## config.mk

```make
export PLATFORM = sky130hd
export DESIGN_NAME = hazard_ctrl
export DESIGN_NICKNAME = d
export VERILOG_FILES = /design/src/rtl/hazard_ctrl.sv
export SDC_FILE = /design/constraint.sdc
export NUM_CORES = 1
export LEC_CHECK = 0
export CORE_UTILIZATION = 50
export DETAILED_ROUTE_END_ITERATION = 10
export PLACE_DENSITY = 0.83
export SKIP_LAST_GASP = 1
export SLEW_MARGIN = 20
export SYNTH_ARGS = -nofsm -noshare
export SYNTH_HDL_FRONTEND = slang
export SYNTH_SLANG_ARGS = --single-unit
```

## constraint.sdc

```tcl
create_clock -name clk -period 3.2 [get_ports clk]
set_input_delay 0.32 -clock clk [delete_from_list [all_inputs] [get_ports clk]]
set_output_delay 0.32 -clock clk [all_outputs]
set_load 0.01 [all_outputs]
```

## src/rtl/hazard_ctrl.sv

```systemverilog
// Hazard and sequencing controller for a 5-stage RV32I pipeline: forwarding selects,
// stall/flush steering, data-memory wait FSM with timeout, and saturating perf counters.
module hazard_ctrl #(
   parameter int unsigned MEM_TIMEOUT = 64,
   parameter int unsigned CNT_W       = 32
) (
   input  logic             clk,
   input  logic             rst_n,
   input  logic [4:0]       rs1_d,
   input  logic [4:0]       rs2_d,
   input  logic [4:0]       rs1_e,
   input  logic [4:0]       rs2_e,
   input  logic [4:0]       rd_e,
   input  logic [4:0]       rd_m,
   input  logic [4:0]       rd_w,
   input  logic [1:0]       ResultSrc_e,
   input  logic             RegWrite_m,
   input  logic             RegWrite_w,
   input  logic             PCSrc_e,
   input  logic             MemRead_m,
   input  logic             MemWrite_m,
   input  logic             dmem_ready,
   output logic             stall_f,
   output logic             stall_d,
   output logic             flush_d,
   output logic             stall_e,
   output logic             flush_e,
   output logic             stall_m,
   output logic             flush_w,
   output logic             dmem_req,
   output logic [1:0]       ForwardA_e,
   output logic [1:0]       ForwardB_e,
   output logic             mem_timeout,
   output logic [CNT_W-1:0] stall_cnt,
   output logic [CNT_W-1:0] flush_cnt
);

   localparam int unsigned TW = $clog2(MEM_TIMEOUT + 1);
   localparam logic [TW-1:0] LAST = TW'(MEM_TIMEOUT - 1);

   typedef enum logic [1:0] {
      S_RUN   = 2'd0,
      S_WAIT  = 2'd1,
      S_ERROR = 2'd2
   } state_t;

   state_t        state, state_n;
   logic [TW-1:0] cnt, cnt_n;
   logic          mem_op;
   logic          mem_stall;
   logic          lw_stall;

   // M-stage producer wins over W-stage; x0 is never forwarded.
   function automatic logic [1:0] fwd_sel(input logic [4:0] rs);
      logic [1:0] sel;
      sel = 2'b00;
      if (RegWrite_m && (rd_m != 5'd0) && (rd_m == rs))
         sel = 2'b10;
      else if (RegWrite_w && (rd_w != 5'd0) && (rd_w == rs))
         sel = 2'b01;
      return sel;
   endfunction

   assign ForwardA_e = fwd_sel(rs1_e);
   assign ForwardB_e = fwd_sel(rs2_e);

   assign mem_op    = MemRead_m | MemWrite_m;
   assign mem_stall = (mem_op && !dmem_ready) || (state == S_ERROR);
   assign lw_stall  = (ResultSrc_e == 2'b01) && (rd_e != 5'd0) &&
                      ((rd_e == rs1_d) || (rd_e == rs2_d));

   assign dmem_req    = mem_op;
   assign mem_timeout = (state == S_ERROR);

   always_comb begin
      stall_f = 1'b0;
      stall_d = 1'b0;
      stall_e = 1'b0;
      stall_m = 1'b0;
      flush_d = 1'b0;
      flush_e = 1'b0;
      flush_w = 1'b0;
      if (mem_stall) begin
         stall_f = 1'b1;
         stall_d = 1'b1;
         stall_e = 1'b1;
         stall_m = 1'b1;
         flush_w = 1'b1;
      end else begin
         // A taken branch overrides load-use so the target PC can load.
         flush_d = PCSrc_e;
         flush_e = PCSrc_e | lw_stall;
         stall_f = lw_stall & ~PCSrc_e;
         stall_d = lw_stall & ~PCSrc_e;
      end
   end

   always_comb begin
      state_n = state;
      cnt_n   = cnt;
      unique case (state)
         S_RUN: begin
            if (mem_op && !dmem_ready) begin
               state_n = (MEM_TIMEOUT <= 1) ? S_ERROR : S_WAIT;
               cnt_n   = TW'(1);
            end else begin
               cnt_n = '0;
            end
         end
         S_WAIT: begin
            if (!mem_op || dmem_ready) begin
               state_n = S_RUN;
               cnt_n   = '0;
            end else if (cnt >= LAST) begin
               state_n = S_ERROR;
            end else begin
               cnt_n = cnt + TW'(1);
            end
         end
         S_ERROR: begin
            state_n = S_ERROR;
         end
         default: begin
            state_n = S_RUN;
            cnt_n   = '0;
         end
      endcase
   end

   always_ff @(posedge clk) begin
      if (!rst_n) begin
         state     <= S_RUN;
         cnt       <= '0;
         stall_cnt <= '0;
         flush_cnt <= '0;
      end else begin
         state <= state_n;
         cnt   <= cnt_n;
         if (stall_f && (stall_cnt != '1))
            stall_cnt <= stall_cnt + CNT_W'(1);
         if (PCSrc_e && !mem_stall && (flush_cnt != '1))
            flush_cnt <= flush_cnt + CNT_W'(1);
      end
   end

endmodule

```

Yosys cells after proc, flatten, opt, wreduce, memory -nomap -nowiden --
Cells that the tools add are included.
Word-level totals: logic and storage cells 67, output and inout bits 77, input bits 45, register bits after elaboration 73
Cells by class: multiplexer cells 16, magnitude comparators 1, equality and inequality tests 14, $add $sub $neg 3, reductions and logical operators 24, bitwise operators 5
Operators with widths (count):
- $add A32 B1 Y32 const B | 2
- $ne A32 B32 Y1 const B | 2
- $eq A5 B5 Y1 | 6
- $pmux W7 S3 | 1
- $reduce_bool A5 Y1 | 3
- $mux W7 | 2
- $logic_and A1 B1 Y1 | 12
- $mux W2 | 5
- $add A7 B1 Y7 const B | 1
- $ge A7 B6 Y1 const B | 1
- $mux W1 | 7
- $ne A3 B3 Y1 const B | 2
- $pmux W2 S3 | 1
- $eq A2 B1 Y1 const B | 2
- $reduce_and A2 Y1 | 2
- $logic_not A1 Y1 | 3
- $logic_or A1 B1 Y1 | 3
- $eq A2 B2 Y1 const B | 1
- $logic_not A2 Y1 | 1
- $ne A2 B2 Y1 const B | 1
- $not A1 Y1 | 2
- $or A1 B1 Y1 | 2
- $and A1 B1 Y1 | 1

Depth between registers and ports, before layout --
depth in word-level cells 6, mapped depth 9, mapped depth without buffers 7

Worst setup path before layout --
No wires, ideal clock.
kind reg-to-reg, start register stall_cnt[14], end register stall_cnt[1], library setup time 0.128 ns, path slack 1.107 ns, cell stages (with the launch flop) 9, arrival 1.966 ns, period minus slack after synthesis 2.093 ns, buffers on the path 2, data required time 3.072 ns, cells stage by stage dfxtp_1 > nand4_2 > or3_4 > o32a_4 > o21ai_4 > buf_6 > buf_8 > mux2i_1 > nor2_1
On the way: cells in the longest elaborated chain, start to end 2
Ends and longest elaborated chain:
- start: declaration | line 34 | output logic [CNT_W-1:0] stall_cnt,
- start signal: assignment | line 140 | stall_cnt <= stall_cnt + CNT_W'(1);
- $ne A32 B32 Y1 | line 139 | if (stall_f && (stall_cnt != '1))
- $logic_and A1 B1 Y1 | line 139
Every way passes these cells. A chain may end at the register's enable or synchronous reset.

Final worst setup path --
start input rd_m[1], end output ForwardA_e[0]
On the way: cells in the longest elaborated chain, start to end 4, elaborated cells between the ends (all ways) 5, classes of those cells eq/ne (1); mux (1); reduce/logical (3)
Ends and longest elaborated chain:
- start: declaration | line 14 | input logic [4:0] rd_m,
- $reduce_bool A5 Y1 | line 57 | if (RegWrite_m && (rd_m != 5'd0) && (rd_m == rs))
- $logic_and A1 B1 Y1 | line 57
- $logic_and A1 B1 Y1 (*) | line 57
- $mux W2 (*) | line 57
- end: declaration | line 31 | output logic [1:0] ForwardA_e,
Every way passes the cells marked *; elsewhere a longest branch is shown, timed or not.

==> metrics.yaml <==
run_status:
  outcome: "complete, no violations"
logic_synthesis:
  synth_seq_cells: 73
  syn_inst: 485
  syn_avg_cell_area_sq_um: 8.33
  synth_top_area_cell: "dfxtp_1"
  synthDistinctLibCells: 55
  ys.warnings.count: 0
  synth-main-ff-cell: "dfxtp_1"
  async_flop_share_pct: 0
  synth_area_sq_um: 4040
  yosys-top-cells-area: "dfxtp_1 (36%), xor2_1 (7.2%), xnor2_1 (6.5%), a21oi_1 (4.7%), nor2_1 (4.5%)"
  synth_seq_area_share_pct: 36.2
  synth_top_area_share_pct: 36.2
  synthesis.nets: 533
  synth-edff-count: 0
critical_path:
  rr_endpoint: "flush_cnt[7]"
  r2r_setup_slack_ns: 0.78
  cp-end-kind: "primary output"
  worst_setup_path_start_kind: "input pin"
  setup.worst_path.start: "rd_m[1]"
  rr_worst_depth: 7
  crit_arrival_ns: 2.54
  worst-setup-path-type: "input pin to primary output"
  crit_end: "ForwardA_e[0]"
  critical_path.max_fanout: 3
  worstPathRequired_ns: 2.88
  timing.rr.start: "flush_cnt[0]"
drt:
  drt_iter0_drc: 95
  vias_per_cell: 5.70
  first_pass_iters: 4
  wl_per_cell_um: 15.0
  drcViolationCount: 0
  final_antenna_net_count: 0
  num_vias: 4056
  drt_wl_total_um: 10600
power_and_ir_drop:
  powerDensity_nw_per_um2: 328
  clkPwrFrac_pct: 36.6
  power_switching_uw: 448
  switching_share_pct: 24.9
  power.internal_mw: 1.35
  power_frac_seq_pct: 51.4
  pwr-share-comb_pct: 12.0
  cellLeakagePower_nw: 1.84
  peakVddDrop_uv: 224
  total_power_mw: 1.80
placement:
  pre_cts_slack_ns: 0.339
  dp_hpwl_um: 7880
  io_buffer_count: 121
  gp_congestion: 0.924
  dp.cells: 695
  placed_area_sq_um: 5300
timing:
  setup_viol: 0
  fin_ws_ns: 0.342
  tightestPinTransition_ns: 0.864
  slew_viol_final: 0
  hold_violations: 0
  fin_crit_sh_pct: 89.3
  rsz0062_at_grt: "false"
  skew_ns: 0.0102
  finalSetupTns_ns: 0
  fmax_mhz: 350
  min_period_ns: 2.86
  max_slew_margin_pct: 42.2
  whs_ns: 0.483
final_layout:
  layout_common_cells: "clkdlybuf4s50_1 (121), dfxtp_1 (73), nor2_1 (48), a21oi_1 (38)"
  area_delta_synth_final_pct: 35.6
  final_common_cell: "clkdlybuf4s50_1"
  drive_gt1_share_pct: 5.25
  num_antenna_cells: 0
  n_fill_cell: 645
  final_cells: 711
  post-route-util_pct: 70.5
  postLayoutCellArea_sq_um: 5480
  layout.nets: 652
global_route:
  grt_first_pass_wirelength_um: 18100
  overflow: 0
  grt_max_degree: 40
  grt_pass1_vias: 3912
  globalRouteTotalUtil_pct: 26.3
  antenna_found_initial: 0
clock_network:
  clockBufferDepth: 2
  cts.repair.resized: 0
  clk_latency_ns: 0.35
  cts_tree: "built"
  root_buffer: "clkbuf_8"
  cts_setup_buffers: 0
  cts_hold_buf: 0
  cts.clk_slew.worst_paths_ns: 0.07
  clock_sinks: 73
  cts_made_buffers: 9
  cts_htree_levels: 3
floorplanning:
  io_pins: 122
  num_rows: 32
  core_area_sq_um: 7770
  dieArea_sq_um: 8450
  start_util_pct: 52.0
  die_w_um: 91.9
  fp.dieH_um: 91.9
run:
  cap_violations: 0
min_path:
  hold_class: "register to register"
  hold_depth: 1
-- worst max-delay path: stages --
cell	delay, ns
clkdlybuf4s50_1	0.47
or4_1	0.53
o21ai_0	0.23
nor4_1	0.12
nor4_1	0.29
clkdlybuf4s50_1	0.58
-- area by class of cell --
class | instances | area, sq um | share of cell area [%]
multi-input cells | 386 | 2440 | 44.5
flip-flops and latches | 73 | 1460 | 26.7
repair buffers | 126 | 1250 | 22.8
clock buffers | 14 | 163 | 2.97
well taps | 102 | 128 | 2.33
inverters | 8 | 30.0 | 0.548
clock inverters | 2 | 12.5 | 0.228
-- metal layers --
metal | wire (um) | global-route usage (%) | vias to the layer above | share of wire, %
met1 | 4500 | 31.2 | 1885 | 42
met4 | 224 | 10.3 | 0 | 2.1
li1 | - | - | 2020 | -
met2 | 5230 | 45.5 | 126 | 49
met3 | 679 | 6.30 | 25 | 6.4
met5 | 0 | 0 | - | 0
-- cells by family (layout without fill, tap and decap cells) --
kind of cell | count (synthesis) | count (layout) | synth area share [%]
muxes | 2 | 2 | 0.495
adders and majority gates | 3 | 3 | 0.929
AOI/OAI and AO/OA | 87 | 87 | 13.4
xor gates and xnor gates | 63 | 63 | 13.7
and+or+nand+nor | 231 | 231 | 31.8
DFF | 73 | 73 | 36.2
buffers and inverters | 26 | 150 | 3.56
-- power groups by stage --
stage	Combinational (mW)	Sequential [mW]	Clock, mW
6_report	0.216	0.924	0.658
5_1_grt	0.237	0.925	0.697
4_1_cts	0.218	0.924	0.668
3_5_place_dp	0.217	0.945	0
3_3_place_gp	0.210	0.945	0
2_1_floorplan	0.113	0.945	0
-- flip-flops by register name (all words and copies together) (netlist names) --
register and cells:
cnt 7, flush_cnt 32, stall_cnt 32, state 2
-- how the worst min path moves through the flow --
stage	start	end	slack [ns]
2_1_floorplan	state[0]	state[0]	0.43
3_3_place_gp	state[0]	state[0]	0.45
3_5_place_dp	state[0]	state[0]	0.46
4_1_cts	state[0]	state[0]	0.48
5_1_grt	state[0]	state[0]	0.50
6_report	state[0]	state[0]	0.48
-- cell usage after synthesis, types with 14 or more instances --
library cell,n
xnor2_1,30
a21oi_1,38
or3_1,18
xor2_1,33
and3_1,17
nand2_1,26
or4_1,14
nor2_1,48
o21ai_0,14
dfxtp_1,73
nand3_1,33
nand4_1,23
Power figures use the tool's default switching activity.
